`config.mk`:
```
export PLATFORM = sky130hd
export DESIGN_NAME = multicycle_control
export DESIGN_NICKNAME = d
export VERILOG_FILES = /design/src/rtl/multicycle_control.sv
export SDC_FILE = /design/constraint.sdc
export NUM_CORES = 1
export LEC_CHECK = 0
export ABC_AREA = 1
export CAP_MARGIN = 40
export CORE_ASPECT_RATIO = 0.9
export CORE_UTILIZATION = 48
export CTS_BUF_LIST = sky130_fd_sc_hd__clkbuf_2 sky130_fd_sc_hd__clkbuf_4 sky130_fd_sc_hd__clkbuf_8
export DETAILED_ROUTE_END_ITERATION = 16
export PLACE_DENSITY = 0.86
export SLEW_MARGIN = 0
export SYNTH_ARGS = -nofsm -noshare
export SYNTH_HDL_FRONTEND = slang
export SYNTH_SLANG_ARGS = --single-unit
export TNS_END_PERCENT = 1
```
`constraint.sdc`:
```
create_clock -name clk -period 2.3 [get_ports clk]
set_input_delay 0.46 -clock clk [delete_from_list [all_inputs] [get_ports clk]]
set_output_delay 0.46 -clock clk [all_outputs]
set_load 0.01 [all_outputs]
```
`src/rtl/multicycle_control.sv`:
```
// multicycle_control
//   Control unit for a multicycle MIPS-style datapath. A six-state FSM
//   (FETCH, DECODE, EXEC, MEM, WB, TRAP) sequences each instruction.
//   Outputs are combinational from the current state, opcode, zero and
//   mem_ready. Unknown opcodes park the FSM in TRAP with a sticky flag
//   until reset.
//
// Ports
//   clk, rst                 clock (rising edge), synchronous active-high reset
//   opcode[5:0]              IR[31:26], stable from DECODE back to FETCH
//   zero                     ALU zero flag (branch resolution)
//   mem_ready                memory access completes this cycle
//   pc_write, ir_write       PC / IR load enables
//   pc_src[1:0]              00 PC+4, 01 branch target, 10 jump target
//   read_mem, write_mem      memory strobes
//   write_reg                register file write strobe
//   mux_write_rt_rd_cnst     destination select: 00 rt, 01 rd, 10 $31
//   mux_alu_src_reg_imm      ALU B operand: 0 register, 1 immediate
//   alu_op[ALUOP_W-1:0]      ALU operation code
//   mux_load_byte_half_word  load width: 00 byte, 01 half, 10 word
//   mux_store_size           store width: 00 byte, 01 half, 10 word
//   mux_reg_src_alu_mem_pc   write-back source: 00 mem, 01 ALU, 10 PC
//   illegal_op               sticky illegal-opcode flag
//   state[2:0]               current FSM state
//   instr_count[CNT_W-1:0]   retired instruction counter (wraps)
module multicycle_control #(
  parameter int ALUOP_W     = 4,
  parameter int CNT_W       = 16,
  parameter bit MEM_WAIT_EN = 1'b1
) (
  input  logic               clk,
  input  logic               rst,
  input  logic [5:0]         opcode,
  input  logic               zero,
  input  logic               mem_ready,
  output logic               pc_write,
  output logic               ir_write,
  output logic [1:0]         pc_src,
  output logic               read_mem,
  output logic               write_mem,
  output logic               write_reg,
  output logic [1:0]         mux_write_rt_rd_cnst,
  output logic               mux_alu_src_reg_imm,
  output logic [ALUOP_W-1:0] alu_op,
  output logic [1:0]         mux_load_byte_half_word,
  output logic [1:0]         mux_store_size,
  output logic [1:0]         mux_reg_src_alu_mem_pc,
  output logic               illegal_op,
  output logic [2:0]         state,
  output logic [CNT_W-1:0]   instr_count
);

  if (ALUOP_W < 4) begin : g_bad_aluop_w
    $error("multicycle_control: ALUOP_W must be at least 4");
  end

  typedef enum logic [2:0] {
    S_FETCH  = 3'd0,
    S_DECODE = 3'd1,
    S_EXEC   = 3'd2,
    S_MEM    = 3'd3,
    S_WB     = 3'd4,
    S_TRAP   = 3'd5
  } state_t;

  localparam logic [5:0] OP_R     = 6'b000000;
  localparam logic [5:0] OP_ADDI  = 6'b001000;
  localparam logic [5:0] OP_ADDIU = 6'b001001;
  localparam logic [5:0] OP_ANDI  = 6'b001100;
  localparam logic [5:0] OP_ORI   = 6'b001101;
  localparam logic [5:0] OP_LW    = 6'b100011;
  localparam logic [5:0] OP_LHU   = 6'b100101;
  localparam logic [5:0] OP_LBU   = 6'b100100;
  localparam logic [5:0] OP_SW    = 6'b101011;
  localparam logic [5:0] OP_SH    = 6'b101001;
  localparam logic [5:0] OP_SB    = 6'b101000;
  localparam logic [5:0] OP_BEQ   = 6'b000100;
  localparam logic [5:0] OP_BNE   = 6'b000101;
  localparam logic [5:0] OP_J     = 6'b000010;
  localparam logic [5:0] OP_JAL   = 6'b000011;

  state_t             state_q, state_d;
  logic               illegal_op_q, illegal_op_d;
  logic [CNT_W-1:0]   instr_count_q, instr_count_d;

  logic       mem_rdy;
  logic       is_legal;
  logic       is_load;
  logic       is_store;
  logic [3:0] alu_op4;
  logic       retire;

  // With the handshake disabled every access completes in one cycle.
  assign mem_rdy = MEM_WAIT_EN ? mem_ready : 1'b1;

  // Opcode classification.
  always_comb begin
    is_legal = 1'b1;
    is_load  = 1'b0;
    is_store = 1'b0;
    case (opcode)
      OP_R, OP_ADDI, OP_ADDIU, OP_ANDI, OP_ORI,
      OP_BEQ, OP_BNE, OP_J, OP_JAL: is_legal = 1'b1;
      OP_LW, OP_LHU, OP_LBU:        is_load  = 1'b1;
      OP_SW, OP_SH, OP_SB:          is_store = 1'b1;
      default:                      is_legal = 1'b0;
    endcase
  end

  // Next-state and output decode.
  always_comb begin
    state_d                 = state_q;
    pc_write                = 1'b0;
    ir_write                = 1'b0;
    pc_src                  = 2'b00;
    read_mem                = 1'b0;
    write_mem               = 1'b0;
    write_reg               = 1'b0;
    mux_write_rt_rd_cnst    = 2'b00;
    mux_alu_src_reg_imm     = 1'b0;
    alu_op4                 = 4'b0010;
    mux_load_byte_half_word = 2'b00;
    mux_store_size          = 2'b00;
    mux_reg_src_alu_mem_pc  = 2'b01;

    case (state_q)
      S_FETCH: begin
        read_mem = 1'b1;
        if (mem_rdy) begin
          ir_write = 1'b1;
          pc_write = 1'b1;
          pc_src   = 2'b00;
          state_d  = S_DECODE;
        end
      end

      S_DECODE: begin
        if (!is_legal) begin
          state_d = S_TRAP;
        end else if (opcode == OP_J) begin
          pc_write = 1'b1;
          pc_src   = 2'b10;
          state_d  = S_FETCH;
        end else if (opcode == OP_JAL) begin
          pc_write               = 1'b1;
          pc_src                 = 2'b10;
          write_reg              = 1'b1;
          mux_write_rt_rd_cnst   = 2'b10;
          mux_reg_src_alu_mem_pc = 2'b10;
          state_d                = S_FETCH;
        end else begin
          state_d = S_EXEC;
        end
      end

      S_EXEC: begin
        case (opcode)
          OP_R: begin
            alu_op4 = 4'b0010;
            state_d = S_WB;
          end
          OP_ADDI, OP_ADDIU: begin
            alu_op4             = 4'b0000;
            mux_alu_src_reg_imm = 1'b1;
            state_d             = S_WB;
          end
          OP_ANDI: begin
            alu_op4             = 4'b0011;
            mux_alu_src_reg_imm = 1'b1;
            state_d             = S_WB;
          end
          OP_ORI: begin
            alu_op4             = 4'b0101;
            mux_alu_src_reg_imm = 1'b1;
            state_d             = S_WB;
          end
          OP_LW, OP_LHU, OP_LBU, OP_SW, OP_SH, OP_SB: begin
            alu_op4             = 4'b0000;
            mux_alu_src_reg_imm = 1'b1;
            state_d             = S_MEM;
          end
          OP_BEQ: begin
            alu_op4  = 4'b0001;
            pc_src   = 2'b01;
            pc_write = zero;
            state_d  = S_FETCH;
          end
          OP_BNE: begin
            alu_op4  = 4'b0100;
            pc_src   = 2'b01;
            pc_write = ~zero;
            state_d  = S_FETCH;
          end
          // Opcode changed under us; abandon the instruction.
          default: state_d = S_FETCH;
        endcase
      end

      S_MEM: begin
        if (is_load) begin
          read_mem = 1'b1;
          if (mem_rdy) state_d = S_WB;
        end else if (is_store) begin
          write_mem = 1'b1;
          case (opcode)
            OP_SW:   mux_store_size = 2'b10;
            OP_SH:   mux_store_size = 2'b01;
            default: mux_store_size = 2'b00;
          endcase
          if (mem_rdy) state_d = S_FETCH;
        end else begin
          state_d = S_FETCH;
        end
      end

      S_WB: begin
        write_reg = 1'b1;
        state_d   = S_FETCH;
        case (opcode)
          OP_R: mux_write_rt_rd_cnst = 2'b01;
          OP_LW: begin
            mux_reg_src_alu_mem_pc  = 2'b00;
            mux_load_byte_half_word = 2'b10;
          end
          OP_LHU: begin
            mux_reg_src_alu_mem_pc  = 2'b00;
            mux_load_byte_half_word = 2'b01;
          end
          OP_LBU: begin
            mux_reg_src_alu_mem_pc  = 2'b00;
            mux_load_byte_half_word = 2'b00;
          end
          default: mux_write_rt_rd_cnst = 2'b00;
        endcase
      end

      S_TRAP: state_d = S_TRAP;

      // Unused encodings recover to FETCH.
      default: state_d = S_FETCH;
    endcase

    // Strobes are gated while reset is held so nothing is written
    // during a reset that lands mid-access.
    if (rst) begin
      pc_write  = 1'b0;
      ir_write  = 1'b0;
      write_reg = 1'b0;
      write_mem = 1'b0;
      read_mem  = 1'b0;
    end
  end

  // An instruction retires whenever a working state hands back to FETCH.
  always_comb begin
    retire = 1'b0;
    if (state_d == S_FETCH) begin
      case (state_q)
        S_DECODE, S_EXEC, S_MEM, S_WB: retire = 1'b1;
        default:                       retire = 1'b0;
      endcase
    end
  end

  always_comb begin
    instr_count_d = instr_count_q;
    if (retire) instr_count_d = instr_count_q + CNT_W'(1);
    illegal_op_d = illegal_op_q;
    if (state_q == S_DECODE && !is_legal) illegal_op_d = 1'b1;
  end

  always_ff @(posedge clk) begin
    if (rst) begin
      state_q       <= S_FETCH;
      illegal_op_q  <= 1'b0;
      instr_count_q <= '0;
    end else begin
      state_q       <= state_d;
      illegal_op_q  <= illegal_op_d;
      instr_count_q <= instr_count_d;
    end
  end

  always_comb begin
    alu_op      = '0;
    alu_op[3:0] = alu_op4;
  end

  assign state       = state_q;
  assign illegal_op  = illegal_op_q;
  assign instr_count = instr_count_q;

endmodule

```
# == After elaboration in Yosys (flattened, before gate mapping) ==
# Index checks and enable logic that the tools add are counted.
# word_totals
elab_cells,97
inputBits,10
output_inout_bits,40
reg_bits,20
# classes
add_sub_neg,1
n_eq_ne,19
n_mux,59
n_bitwise,1
n_reduce_logical,14
# ops
cell,count
$eq A6 B6 Y1 const B,6
$pmux W3 S5,2
$mux W2,14
$mux W1,26
$eq A6 B4 Y1 const B,4
$mux W3,7
$pmux W2 S2,5
$add A16 B1 Y16 const B,1
$reduce_or A15 Y1,1
$eq A6 B2 Y1 const B,2
$eq A6 B3 Y1 const B,2
$reduce_or A10 Y1,1
$reduce_or A8 Y1,1
$eq A3 B2 Y1 const B,2
$eq A3 B3 Y1 const B,2
$logic_not A3 Y1,2
$logic_not A6 Y1,1
$pmux W1 S2,3
$pmux W3 S2,1
$reduce_or A3 Y1,2
$reduce_or A6 Y1,1
$reduce_or A5 Y1,1
$reduce_or A4 Y1,1
$eq A3 B1 Y1 const B,1
5 further kinds,5

# == Longest topological paths before layout ==
# Gate-level depths: netlist of run 1.
# logic_depth
depth_word,8
ltp_mapped,14

# == Worst setup path before layout of run 1 ==
# OpenSTA, ideal clock, no wires.
# synth_timing
path_kind,in2out
from,input port opcode[5]
to,output port mux_reg_src_alu_mem_pc[0]
stages,7
path_slack_ps,180
arrival_time_ps,1660
path_buffers,0
cell_sequence,nor2_2 nand3_1 nor2_1 inv_1 nor2_1 nor2_1 o21bai_1
# synth_via
elab_chain_cells,5
elab_cells_between_ends,23
classes_between,eq/ne: 14; mux: 6; reduce/logical: 3
# synth_lines
element,line_no,rtl
from (decl),33,"input logic [5:0] opcode,"
$eq A6 B2 Y1 (tied with other cells),"101, 140",
$reduce_or A15 Y1 (no source line) or $mux W2 (tied branches),n/a,
$mux W1 or $mux W2 (tied branches),"101, 140",
$mux W2,138,if (!is_legal) begin
$pmux W2 S2 *,126,case (state_q)
to (decl),47,"output logic [1:0] mux_reg_src_alu_mem_pc,"
# Every way passes the cells marked *; elsewhere a longest branch is shown, timed or not.

# == Worst setup path after layout of run 1 ==
# layout_timing
from,input port opcode[3]
to,output port mux_reg_src_alu_mem_pc[0]
# Same word-level chain as after synthesis.

==> results by group, run 1 <==
Yosys
  • Avg Cell Area, Syn: between 6 and 7 um2
  • Ys Warns: 0
  • Post-synth EDFFs: 0
  • Synth Net Count: 261
  • Post-Synthesis Cell Area: between 1500 and 2000 um2
  • Cell count after synthesis: 250
  • Ys flop type: dfxtp_1
  • Seq/Total Area, Yosys: 0.2579
  • FFs w/ async S/R, synth: 0
  • Yosys reg bits: 20
  • Synth unique cells: 27

Pwr
  • Pleak: 0.001046 uW
  • Power per cell area: between 300 and 400 nW/um2
  • Worst vdd ir: between 0.5 and 0.6 mV

Worst setup path
  • Crit end category: primary output
  • Worst-path cell chain: clkdlybuf4s15_2 > nor2_2 > nand3_1 > nor2_2 > inv_1 > nor2_2 > nor2_1 > o21bai_1 > dlygate4sd2_1
  • Required @ worst endpoint: approximately 1800 ps
  • CP Launch Type: primary input
  • Critical-path top delay cell: dlygate4sd2_1
  • WS Path Type: in2out
  • Crit path top cell by count: nor2_2
  • CP Max Fanout: 5
  • Arrival @ worst endpoint: between 1500 and 2000 ps
  • CP max stage delay: around 280 ps

Detailed routing
  • DRC marker count from the first detailed-route iteration: about 160
  • Uppermost layer routed: met4
  • Vias per inst: 5.413
  • DRC: 0
  • DRT Pass-1 Iters: 4
  • Vias: around 2000
  • Met1 Wirelength: 2.275 mm
  • Final WL: ~5.3 mm
  • Routed WL per cell: between 10 and 15 um
  • Met2 wire len: ~2.4 mm
  • Met3 WL: 527 um
  • Final ANT Viol Nets: 0

STA
  • Setup ws final: -48.34 ps
  • Final hold slack: ~470 ps
  • Fin. Hold Viols: 0
  • Layout Skew: just under 2 ps
  • RSZ-0062 raised after global routing: yes
  • Setup violators final: 2
  • Final Cycle Share: 1.021
  • Tmin final: approximately 2300 ps
  • Final Max Slew Viols: 0
  • Worst-Margin Slew: 552.9 ps
  • Fmax: between 0.4 and 0.5 GHz
  • Relative slew slack: 0.6280

Global routing
  • Largest net degree at the start of global routing: 20
  • Initial antenna violation count: 0
  • Tot GR Track Use: 0.3119
  • Vias in the first global route: 1823
  • GRT Residual Overflow: 0
  • First-pass GRT wire length: around 8 mm

Final layout
  • Filler cells: 234
  • Fin util: 0.7756
  • Fin nets: between 300 and 400
  • Area Growth Syn to Fin: 53.18%
  • Post-route cell area: roughly 2400 um2
  • Layout cells sized above 1: 0.2381
  • # diodes: 0

Clock tree
  • Inserted Clock Buffers: 3
  • Clock Sinks: 20
  • Skew-Pair Late Insertion Delay: 300 ps
  • CTS root buf: clkbuf_4
  • Longest Clk Path Bufs: 2
  • CTS tree: yes
  • Clock transition at path regs: around 110 ps
  • Htree depth: 1
  • Hold-fix buffers, CTS: 0

Floorplan
  • Core Box Area: around 3100 um2
  • FP Rows: 19
  • Die area: about 3500 um2
  • Die height: ~56 um
  • Initial core utilization: 0.5063
  • Die Width: ~62 um
  • Num ports: 50

Place
  • HPWL after detailed placement: around 4 mm
  • IO buf count: 48
  • Placed cell areas: roughly 2300 um2
  • GP Congestion: roughly 1.0

Outcome
  • Failing checks: setup timing
  • Status: finished, violations left

Flow run
  • Max_cap viols: 0

Worst hold path
  • Min-Delay Path Class: reg2reg
layout make-up:
class	count	area, um2	share of cell area
clock buffers	3	22.52	0.009469
well taps	42	52.55	0.02209
flip-flops and latches	20	400.4	0.1683
multi-input cells	190	1018	0.4282
inverters	32	120.1	0.05050
repair buffers	91	764.5	0.3214
stage by stage:
stage	cells	worst slack, ps	setup TNS [ps]	total power, uW
global placement	371	-580.7	-15790	683.1
floorplan	250	180.1	0	541.6
global route	378	-97.48	-211.2	893.9
finish	378	-48.34	-55.17	853.8
detailed placement	371	-594.7	-16060	684.6
CTS	378	-174.3	-174.3	846.6
synth_stat cells, types with 2 or more instances:
cell	instances	share of area
nand2_2	3	0.012
nand3_1	40	0.13
nor3_1	9	0.029
nand2_1	45	0.11
inv_2	4	0.0097
nand4_1	3	0.012
o21ai_0	3	0.0097
nor2_4	2	0.015
nand3_2	2	0.013
nor2_1	27	0.065
a21oi_1	22	0.071
nor4_1	3	0.012
dfxtp_1	20	0.26
o211ai_1	2	0.0097
a31oi_1	3	0.012
inv_1	28	0.068
xor2_1	10	0.056
xnor2_1	4	0.023
buf_4	6	0.029
nor2_2	6	0.024
clkbuf_1	2	0.0048
worst max-delay path: cells and delay by family:
family | cells | cell delay (ps)
AO/OA/AOI/OAI | 1 | 140
buffers and inverters | 3 | 610
AND/OR/NAND/NOR | 5 | 680
routing by layer:
metal / up-vias / GRT usage
li1: 987 / -
met4: 0 / 0.06667
met5: - / 0
met1: 935 / 0.4566
met2: 116 / 0.4544
met3: 8 / 0.08140
sequential cells by signal (all words and copies together), names as in the netlist:
register     count
illegal_op       1
state            3
instr_count     16
path summary, 6_finish.rpt:
path / slack [ps] / cells past startpoint / from / to
worst min-delay path: 470 / 2 / illegal_op / illegal_op
worst min register to register: 470 / 2 / illegal_op / illegal_op
worst max register to register: 260 / 8 / state[2] / instr_count[9]
worst max-delay path: -50 / 9 / opcode[3] / mux_reg_src_alu_mem_pc[0]
cell families after synthesis:
kind of cell / share of synthesized area
flip-flops: 0.2579
other: 0.002415
AO/OA/AOI/OAI: 0.1217
AND/OR/NAND/NOR: 0.4198
XOR/XNOR: 0.07896
adder cells (fa/ha/maj): 0.008057
buffers and inverters: 0.1112
repair_timing:
item	4_1_cts	5_1_grt
buffers inserted	4	0
pin swaps	3	1
setup endpoints to repair	34	11
resized for setup	35	15
cells in the final DEF (no fill, tap or decap), drive strengths merged, types with 2 or more instances in the layout:
cell type      instances
nor4                   3
clkbuf                 7
buf                   45
nor3                   9
o21ai                  5
o211ai                 2
nand3                 42
dlygate4sd2           13
clkdlybuf4s15          3
xnor2                  4
a21oi                 23
nor2                  35
a31oi                  3
nand4                  3
nand2                 48
xor2                  10
dfxtp                 20
inv                   32
clkdlybuf4s50         25
power breakdown:
group          internal, uW  switching, uW  leakage [uW]  total, uW
clock network          61.0            105     0.0000138        166
logic                   133            186      0.000870        319
registers               357           12.9      0.000162        370
No activity file was read; power rests on OpenSTA's default activity.
==> inputs of run 2 (changes only) <==
--- a/config.mk
+++ b/config.mk
@@ -10,6 +10,7 @@
 export CORE_ASPECT_RATIO = 0.9
 export CORE_UTILIZATION = 48
 export CTS_BUF_LIST = sky130_fd_sc_hd__clkbuf_2 sky130_fd_sc_hd__clkbuf_4 sky130_fd_sc_hd__clkbuf_8
+export CTS_CLUSTER_SIZE = 30
 export DETAILED_ROUTE_END_ITERATION = 16
 export PLACE_DENSITY = 0.86
 export SLEW_MARGIN = 0
==> results of run 2 <==
Final layout, timing and power as in run 1 (identical DEF).
